<file path="config.mk">
export PLATFORM = sky130hd
export DESIGN_NAME = imem_load_controller_flat
export DESIGN_NICKNAME = d
export VERILOG_FILES = /design/src/rtl/imem_load_if.sv /design/src/rtl/imem_load_controller.sv /design/src/flat_wrapper.sv
export SDC_FILE = /design/constraint.sdc
export NUM_CORES = 1
export LEC_CHECK = 0
export CAP_MARGIN = 10
export CORE_UTILIZATION = 45
export CTS_BUF_LIST = sky130_fd_sc_hd__clkbuf_16
export DETAILED_ROUTE_END_ITERATION = 8
export PLACE_DENSITY = 0.75
export SLEW_MARGIN = 20
export SYNTH_ARGS = -nofsm -noshare
export SYNTH_HDL_FRONTEND = slang
export SYNTH_SLANG_ARGS = --single-unit
</file>
<file path="constraint.sdc">
create_clock -name clk -period 2.97 [get_ports clk]
set_input_delay 0.7425 -clock clk [delete_from_list [all_inputs] [get_ports clk]]
set_output_delay 0.7425 -clock clk [all_outputs]
set_load 0.05 [all_outputs]
</file>
<file path="src/rtl/imem_load_if.sv">
// ---------------------------------------------------------------------------
// imem_load_if
// Purpose : Bundles the loader byte stream, the start/count request, the
//           instruction-memory write port and the CPU hold/status lines used
//           by imem_load_controller.
// Ports (signals in the bundle):
//   start       1       1-cycle request to begin a load
//   load_count  ADDR_W  number of words to load, sampled on accepted start
//   byte_valid  1       byte_data is valid
//   byte_data   8       stream byte, high byte of each word first
//   byte_ready  1       controller accepts a byte this cycle
//   im_we       1       IM write strobe, one cycle per word
//   im_addr     ADDR_W  IM write address
//   im_wdata    DATA_W  IM write data
//   cpu_hold    1       stall PC/fetch while high
//   busy        1       load in progress
//   done        1       1-cycle pulse at load completion
//   err         1       sticky error flag
// Modports: slave = controller side, master = loader/system side.
// ---------------------------------------------------------------------------
interface imem_load_if #(
  parameter int ADDR_W = 8,
  parameter int DATA_W = 16
);
  logic              start;
  logic [ADDR_W-1:0] load_count;
  logic              byte_valid;
  logic [7:0]        byte_data;
  logic              byte_ready;
  logic              im_we;
  logic [ADDR_W-1:0] im_addr;
  logic [DATA_W-1:0] im_wdata;
  logic              cpu_hold;
  logic              busy;
  logic              done;
  logic              err;

  modport slave (
    input  start, load_count, byte_valid, byte_data,
    output byte_ready, im_we, im_addr, im_wdata, cpu_hold, busy, done, err
  );

  modport master (
    output start, load_count, byte_valid, byte_data,
    input  byte_ready, im_we, im_addr, im_wdata, cpu_hold, busy, done, err
  );
endinterface

</file>
<file path="src/rtl/imem_load_controller.sv">
// ---------------------------------------------------------------------------
// imem_load_controller
// Purpose : Boot-time loader for the 16-bit instruction memory. Assembles
//           pairs of stream bytes (high byte first) into words, writes them
//           to consecutive IM addresses starting at 0, and keeps the CPU
//           stalled for the whole load.
// Ports   :
//   clk    in  system clock, rising edge
//   rst_n  in  synchronous reset, active-low
//   bus    imem_load_if.slave : start/load_count request, byte stream
//          handshake, IM write port, cpu_hold/busy/done/err status
// Options :
//   IMLOAD_CHECKSUM_EN  when defined, two checksum bytes (high first) follow
//                       the last word; a mismatch against the 16-bit modulo
//                       sum of the written words raises err together with
//                       done. Undefined: FINISH follows the last WRITE.
// ---------------------------------------------------------------------------
module imem_load_controller #(
  parameter int ADDR_W = 8,
  parameter int DATA_W = 16,
  parameter int DEPTH  = 30
) (
  input  logic        clk,
  input  logic        rst_n,
  imem_load_if.slave  bus
);

  typedef enum logic [2:0] {
    S_IDLE,
    S_GET_HI,
    S_GET_LO,
    S_WRITE,
    S_CSUM,
    S_FINISH
  } state_t;

  state_t            r_state;
  logic [ADDR_W-1:0] r_count;
  logic [ADDR_W-1:0] r_addr;
  logic [DATA_W-1:0] r_word;
  logic              r_byte_ready;
  logic              r_im_we;
  logic              r_busy;
  logic              r_done;
  logic              r_err;
`ifdef IMLOAD_CHECKSUM_EN
  logic [DATA_W-1:0] r_sum;
  logic [7:0]        r_csum_hi;
  logic              r_csum_lo;
`endif

  logic w_xfer;

  assign w_xfer = bus.byte_valid & r_byte_ready;

  assign bus.byte_ready = r_byte_ready;
  assign bus.im_we      = r_im_we;
  assign bus.im_addr    = r_addr;
  assign bus.im_wdata   = r_word;
  assign bus.busy       = r_busy;
  assign bus.cpu_hold   = r_busy;
  assign bus.done       = r_done;
  assign bus.err        = r_err;

  // Single FSM; every output is a register set on the transition into the
  // state that owns it, so byte_ready/im_we/done line up exactly with the
  // GET_*/WRITE/FINISH states.
  always_ff @(posedge clk) begin
    if (!rst_n) begin
      r_state      <= S_IDLE;
      r_count      <= '0;
      r_addr       <= '0;
      r_word       <= '0;
      r_byte_ready <= 1'b0;
      r_im_we      <= 1'b0;
      r_busy       <= 1'b0;
      r_done       <= 1'b0;
      r_err        <= 1'b0;
`ifdef IMLOAD_CHECKSUM_EN
      r_sum        <= '0;
      r_csum_hi    <= '0;
      r_csum_lo    <= 1'b0;
`endif
    end else begin
      r_im_we <= 1'b0;
      r_done  <= 1'b0;
      case (r_state)
        S_IDLE: begin
          if (bus.start) begin
            if (bus.load_count == '0) begin
              r_state <= S_FINISH;
              r_busy  <= 1'b1;
              r_done  <= 1'b1;
              r_err   <= 1'b0;
            end else if (bus.load_count > ADDR_W'(DEPTH)) begin
              // Oversized request: flag it but never take the CPU off-line.
              r_err <= 1'b1;
            end else begin
              r_state      <= S_GET_HI;
              r_busy       <= 1'b1;
              r_byte_ready <= 1'b1;
              r_count      <= bus.load_count;
              r_addr       <= '0;
              r_err        <= 1'b0;
`ifdef IMLOAD_CHECKSUM_EN
              r_sum        <= '0;
`endif
            end
          end
        end
        S_GET_HI: begin
          if (w_xfer) begin
            r_word[DATA_W-1 -: 8] <= bus.byte_data;
            r_state               <= S_GET_LO;
          end
        end
        S_GET_LO: begin
          if (w_xfer) begin
            r_word[7:0]  <= bus.byte_data;
            r_state      <= S_WRITE;
            r_byte_ready <= 1'b0;
            r_im_we      <= 1'b1;
          end
        end
        S_WRITE: begin
`ifdef IMLOAD_CHECKSUM_EN
          r_sum <= r_sum + r_word;
`endif
          // The start check bounds count to DEPTH, so addr never wraps.
          if (r_addr == r_count - ADDR_W'(1)) begin
`ifdef IMLOAD_CHECKSUM_EN
            r_state      <= S_CSUM;
            r_byte_ready <= 1'b1;
            r_csum_lo    <= 1'b0;
`else
            r_state <= S_FINISH;
            r_done  <= 1'b1;
`endif
          end else begin
            r_addr       <= r_addr + ADDR_W'(1);
            r_state      <= S_GET_HI;
            r_byte_ready <= 1'b1;
          end
        end
`ifdef IMLOAD_CHECKSUM_EN
        S_CSUM: begin
          // Two bytes, high first; the sum already includes the last word
          // because WRITE always precedes CSUM by at least one cycle.
          if (w_xfer) begin
            if (!r_csum_lo) begin
              r_csum_hi <= bus.byte_data;
              r_csum_lo <= 1'b1;
            end else begin
              r_state      <= S_FINISH;
              r_byte_ready <= 1'b0;
              r_done       <= 1'b1;
              r_err        <= ({r_csum_hi, bus.byte_data} != r_sum[15:0]);
            end
          end
        end
`endif
        S_FINISH: begin
          r_state <= S_IDLE;
          r_busy  <= 1'b0;
        end
        default: begin
          r_state      <= S_IDLE;
          r_busy       <= 1'b0;
          r_byte_ready <= 1'b0;
        end
      endcase
    end
  end

endmodule

</file>
<file path="src/flat_wrapper.sv">
// flat-port wrapper written by rule: the top's interface ports become plain ports
module imem_load_controller_flat 
#(
  parameter int ADDR_W = 8,
  parameter int DATA_W = 16,
  parameter int DEPTH  = 30
)
  (clk, rst_n, bus_start, bus_load_count, bus_byte_valid, bus_byte_data, bus_byte_ready, bus_im_we, bus_im_addr, bus_im_wdata, bus_cpu_hold, bus_busy, bus_done, bus_err);
  imem_load_if #(.ADDR_W(ADDR_W), .DATA_W(DATA_W)) bus_i ();
  input  logic clk;
  input  logic rst_n;
  input wire logic [$bits(bus_i.start)-1:0] bus_start;
  input wire logic [$bits(bus_i.load_count)-1:0] bus_load_count;
  input wire logic [$bits(bus_i.byte_valid)-1:0] bus_byte_valid;
  input wire logic [$bits(bus_i.byte_data)-1:0] bus_byte_data;
  output wire logic [$bits(bus_i.byte_ready)-1:0] bus_byte_ready;
  output wire logic [$bits(bus_i.im_we)-1:0] bus_im_we;
  output wire logic [$bits(bus_i.im_addr)-1:0] bus_im_addr;
  output wire logic [$bits(bus_i.im_wdata)-1:0] bus_im_wdata;
  output wire logic [$bits(bus_i.cpu_hold)-1:0] bus_cpu_hold;
  output wire logic [$bits(bus_i.busy)-1:0] bus_busy;
  output wire logic [$bits(bus_i.done)-1:0] bus_done;
  output wire logic [$bits(bus_i.err)-1:0] bus_err;
  assign bus_i.start = bus_start;
  assign bus_i.load_count = bus_load_count;
  assign bus_i.byte_valid = bus_byte_valid;
  assign bus_i.byte_data = bus_byte_data;
  assign bus_byte_ready = bus_i.byte_ready;
  assign bus_im_we = bus_i.im_we;
  assign bus_im_addr = bus_i.im_addr;
  assign bus_im_wdata = bus_i.im_wdata;
  assign bus_cpu_hold = bus_i.cpu_hold;
  assign bus_busy = bus_i.busy;
  assign bus_done = bus_i.done;
  assign bus_err = bus_i.err;
  imem_load_controller #(.ADDR_W(ADDR_W), .DATA_W(DATA_W), .DEPTH(DEPTH)) u_core (.clk(clk), .rst_n(rst_n), .bus(bus_i));
endmodule
</file>
Yosys cells after proc, flatten, opt, wreduce, memory -nomap -nowiden
Index checks and enable logic that the tools add are counted.
{ "word_totals": {"regBits": 40, "input_bits": 20, "out_inout_bits": 30, "wordCells": 72} }
{ "classes": {"addsub": 2, "magnitude_cmp": 1, "eq_ne": 12, "mux": 28, "n_bitwise": 5, "reduce_logical": 14} }
{ "ops": {"columns": ["cell", "n"], "rows": [
  ["$mux 8", 4],
  ["$mux 3", 6],
  ["$pmux 8 s2", 1],
  ["$mux 1", 13],
  ["$pmux 3 s4", 1],
  ["$add 8x1->8 const B", 1],
  ["$eq 8x8->1", 1],
  ["$gt 8x5->1 const B", 1],
  ["$logic_not 8->1", 1],
  ["$ne 2x2->1 const B", 4],
  ["$reduce_and 2->1", 4],
  ["$reduce_and 4->1", 2],
  ["$sub 8x1->8 const B", 1],
  ["$eq 3x2->1 const B", 2],
  ["$reduce_and 6->1", 1],
  ["$reduce_and 5->1", 1],
  ["$ne 2x1->1 const B", 2],
  ["$not 1->1", 4],
  ["$pmux 1 s2", 2],
  ["$pmux 1 s4", 1],
  ["$eq 3x1->1 const B", 1],
  ["$eq 3x3->1 const B", 1],
  ["$logic_not 3->1", 1],
  ["$ne 3x2->1 const B", 1],
  ["5 further kinds", 5]
]} }

Depth between registers and ports, before layout
Gate-level depths: netlist of run 1.
{ "depth": {"depth_word": 5, "ltp_mapped": 9, "ltp_nobuf": 8} }

Worst setup path after synthesis of run 1
OpenSTA, ideal clock, no wires.
{ "synth_timing": {"path_kind": "input -> register", "startpoint": "input bus_load_count[4]", "endpoint": "register u_core.r_addr[2], in the netlist u_core.bus.im_addr[2]", "setup_time_ns": 0.061, "t_arrival_ns": 2.381, "required_time_ns": 2.909, "slack_ns": 0.528, "cell_stages": 7, "path_buffers": 1, "path_cell_list": "or4_1 -> mux2i_1 -> or2_1 -> buf_2 -> nand2_1 -> or4_1 -> nand2_1"} }
{ "synth_between": {"elab_chain_cells": 3, "elab_cells_between_ends": 5, "classes_between": "order compare: 1; eq/ne: 2; reduce/logical: 2"} }
{ "synth_rtl": {"columns": ["element", "line_no", "text"], "rows": [
  ["start, declared", "flat_wrapper.sv:13", "input wire logic [$bits(bus_i.load_count)-1:0] bus_load_count;"],
  ["$gt 8x5->1 or $logic_not 8->1 (tied branches)", "imem_load_controller.sv:95, imem_load_controller.sv:90", null],
  ["$ne 2x2->1 (no source line)", null, null],
  ["$reduce_and 5->1 (no source line) *", null, null],
  ["end signal, assigned", "imem_load_controller.sv:140", "r_addr <= r_addr + ADDR_W'(1);"],
  ["end, declared", "imem_load_controller.sv:39", "logic [ADDR_W-1:0] r_addr;"]
]} }
Every way passes the cells marked *; elsewhere a longest branch is shown, timed or not.
A chain may end at the register's enable or synchronous reset.

Final worst setup path of run 1
Same ends and word-level chain as after synthesis.

==> metrics.yaml, run 1 <==
run_status:
  status: "finished clean"
power:
  design_power_total_mw: 1.158
  p_leak_nw: 0.9536
  clockPowerShare_pct: 44.2
  seq_power_share_pct: 47.3
  irDropWorstVdd_mv: 0.2794
  intPower_mw: 0.8915
  switching_share_pct: 23.00
  switching_power_mw: 0.2664
  p_per_area_nw_per_um2: 439.0
  power_frac_comb_pct: 8.5
setup_path:
  timing.rr.end: "u_core.bus.im_addr[4]"
  worstReg2RegStart: "u_core.r_count[0]"
  crit_fanout: 4
  cp_data_required_time_ns: 3.20
  crit_arrival_ns: 2.80
  startpoint_type: "input pin"
  end_kind: "flip-flop"
  reg2reg_depth: 9
  ff2ff_setup_slack_ns: 0.48
  crit_type: "in2reg"
finish:
  nNetsFinal: 293
  fin_area_um2: 2638
  num_antenna_cells: 0
  syn_to_final_growth_pct: 36.88
  drive_gt1_share_pct: 7.353
  stdcell_count: 322
timing:
  fin_crit_sh_pct: 86.81
  clock-skew-final_ns: 0.004207
  grt_setup_unrepaired: "false"
  period_minus_slack_ns: 2.578
  fmax_mhz: 387.8
  slew_headroom_pct: 65.50
  drv_slew: 0
  hold_viol: 0
  setup_tns_ns: 0
  finalSetupViolCount: 0
  worst_pin_slew_ns: 0.5159
place:
  place.gp.congestion: 0.8442
  post-place-cells: 314
  portBuffers: 49
  placed_cell_area_um2: 2501
  dp_hpwl_mm: 3.275
cts:
  cts-buffers-inserted: 5
  clk_latency_ns: 0.28
  path_clk_slew_ns: 0.06
  cts_resized: 0
  htree_num_levels: 2
  post_cts.repair.setup_buffers: 0
  clockBufferDepth: 2
  cts.sinks: 40
  cts_hold_buf: 0
  root_buffer: "clkbuf_16"
  cts_tree: "done"
yosys:
  syn_avg_cell_area_um2: 9.004
  synth-edff-count: 0
  synth_top_area_share_pct: 41.56
  synth-seq-cells: 40
  synth_commonest_cells: "40 x dfxtp_1, 24 x nor2_1, 18 x a21oi_1, 18 x mux2i_1, 17 x nand2_1"
  synthFlopType: "dfxtp_1"
  yosys_warnings: 0
  yosysTopAreaCell: "dfxtp_1"
  ys_types: 45
  syn_area_um2: 1927
  yosysSeqAreaShare_pct: 41.56
  netlist_instances: 214
  synthArstFlopShare_pct: 0
  yosysMostFrequentCell: "dfxtp_1"
  synthTopCellsByArea: "dfxtp_1 42%, mux2i_1 9.4%, a21oi_1 4.7%"
  syn-num-nets: 236
drt:
  drc_errors: 0
  vias_per_cell: 5.599
  wire_per_inst_um: 14.01
  routed_wl_mm: 4.511
  dr.first_iter.drc_count: 116
  num_vias: 1803
  dr.pass1.iters: 4
  ant_nets: 0
global_routing:
  track_usage_pct: 22.41
  gr-usage-met2_pct: 38.38
  met1_usage_pct: 25.82
  global_route.usage.met3_pct: 7.601
  grt_pass1_vias: 1679
  grt_max_degree: 19
  busiest_layer: "met2"
  antenna_found_initial: 0
  grt_pass1_wl_mm: 7.603
  gr-total-overflow: 0
die:
  rows: 23
  pin_count: 50
  dieWidth_um: 67.44
  dieArea_um2: 4547
  dieHeight_um: 67.44
  coreArea_um2: 4058
  initial_utilization_pct: 47.49
worst_hold_path:
  min_to: "u_core.bus.busy"
  hp-class: "reg2reg"
  hp-start: "u_core.bus.busy"
  min_path_cells: 2
flow_run:
  cap_violations: 0
flip-flops by register name, summed over array words and instances, names as in the netlist:
register / cells
u_core.bus.im_wdata: 16
u_core.bus.im_addr: 8
u_core.r_count: 8
u_core.r_state: 3
u_core.bus.busy: 1
u_core.bus.byte_ready: 1
u_core.bus.done: 1
u_core.bus.err: 1
u_core.bus.im_we: 1
cells in the final DEF, fill, tap and decap left out, types with 3 or more instances in the layout:
cell and n:
o21ai_0 7, o211ai_1 4, mux2i_1 18, xnor2_1 6, nor4_1 4, clkdlybuf4s50_1 49, nor3_1 5, nor2_1 24
inv_1 8, dfxtp_1 40, or3_1 4, nor2b_1 3, buf_4 8, nand3_1 9, clkbuf_16 5, xor2_1 3
and3_1 8, a21oi_1 18, nand2_1 17, or4_1 4
layout make-up:
cell class	count	area, um2
multi-input cells	160	1061
flip-flops and latches	40	800.8
clock inverters	3	11.26
well taps	50	62.56
inverters	7	26.28
clock buffers	5	125.1
fillers	339	1420
repair buffers	57	550.5
per-layer routing:
metal / up-vias / share of wire [%]
met5: - / 0
met4: 0 / 1.6
met3: 8 / 8.5
met2: 67 / 48
met1: 840 / 42
li1: 888 / -
power groups by stage:
stage | clock (mW) | combinational [mW] | sequential (mW)
6_report | 0.512 | 0.0985 | 0.547
5_1_grt | 0.539 | 0.107 | 0.548
4_1_cts | 0.516 | 0.0992 | 0.547
3_5_place_dp | 0 | 0.0989 | 0.559
3_3_place_gp | 0 | 0.0981 | 0.559
2_1_floorplan | 0 | 0.0397 | 0.568
metrics by stage:
step,worst slack (ns),hold slack (ns),util [%]
after floorplan,0.5282,0.4740,-
after global placement,0.1536,0.4735,61.64
after detailed placement,0.1212,0.4822,61.64
after CTS,0.3833,0.4958,65.00
after global routing,0.2779,0.5188,65.00
final,0.3916,0.4885,65.00
worst max-delay path by stage:
stage | start | end | slack [ns] | depth (start not counted)
2_1_floorplan | bus_load_count[4] | u_core.bus.im_addr[2] | 0.53 | 7
3_3_place_gp | bus_load_count[4] | u_core.bus.im_addr[3] | 0.15 | 7
3_5_place_dp | bus_load_count[4] | u_core.bus.im_addr[2] | 0.12 | 7
4_1_cts | bus_load_count[4] | u_core.bus.im_addr[2] | 0.38 | 7
5_1_grt | bus_load_count[4] | u_core.bus.im_addr[2] | 0.28 | 7
6_report | bus_load_count[4] | u_core.bus.im_addr[2] | 0.39 | 7
worst max-delay path, stage by stage:
cell and delay [ns]:
clkdlybuf4s50_1 0.45, or4_1 0.58, mux2i_1 0.19, or2_1 0.14, nand2_1 0.10, or4_1 0.52, nand2_1 0.08
logic make-up after synthesis:
group | count (synthesis) | share of synthesized area (%)
DFF | 40 | 41.56
buffers and inverters | 14 | 3.376
AOI/OAI and AO/OA | 39 | 13.77
muxes | 18 | 9.351
xor gates and xnor gates | 9 | 4.091
adders and majority gates | 2 | 1.298
and+or+nand+nor | 92 | 26.56
(Power assumes the default switching activity.)
==> run 2: changes to the inputs <==
TNS_END_PERCENT = 1   (was unset)
==> results of run 2 <==
No change in the layout: final DEF, timing and power equal those of run 1.
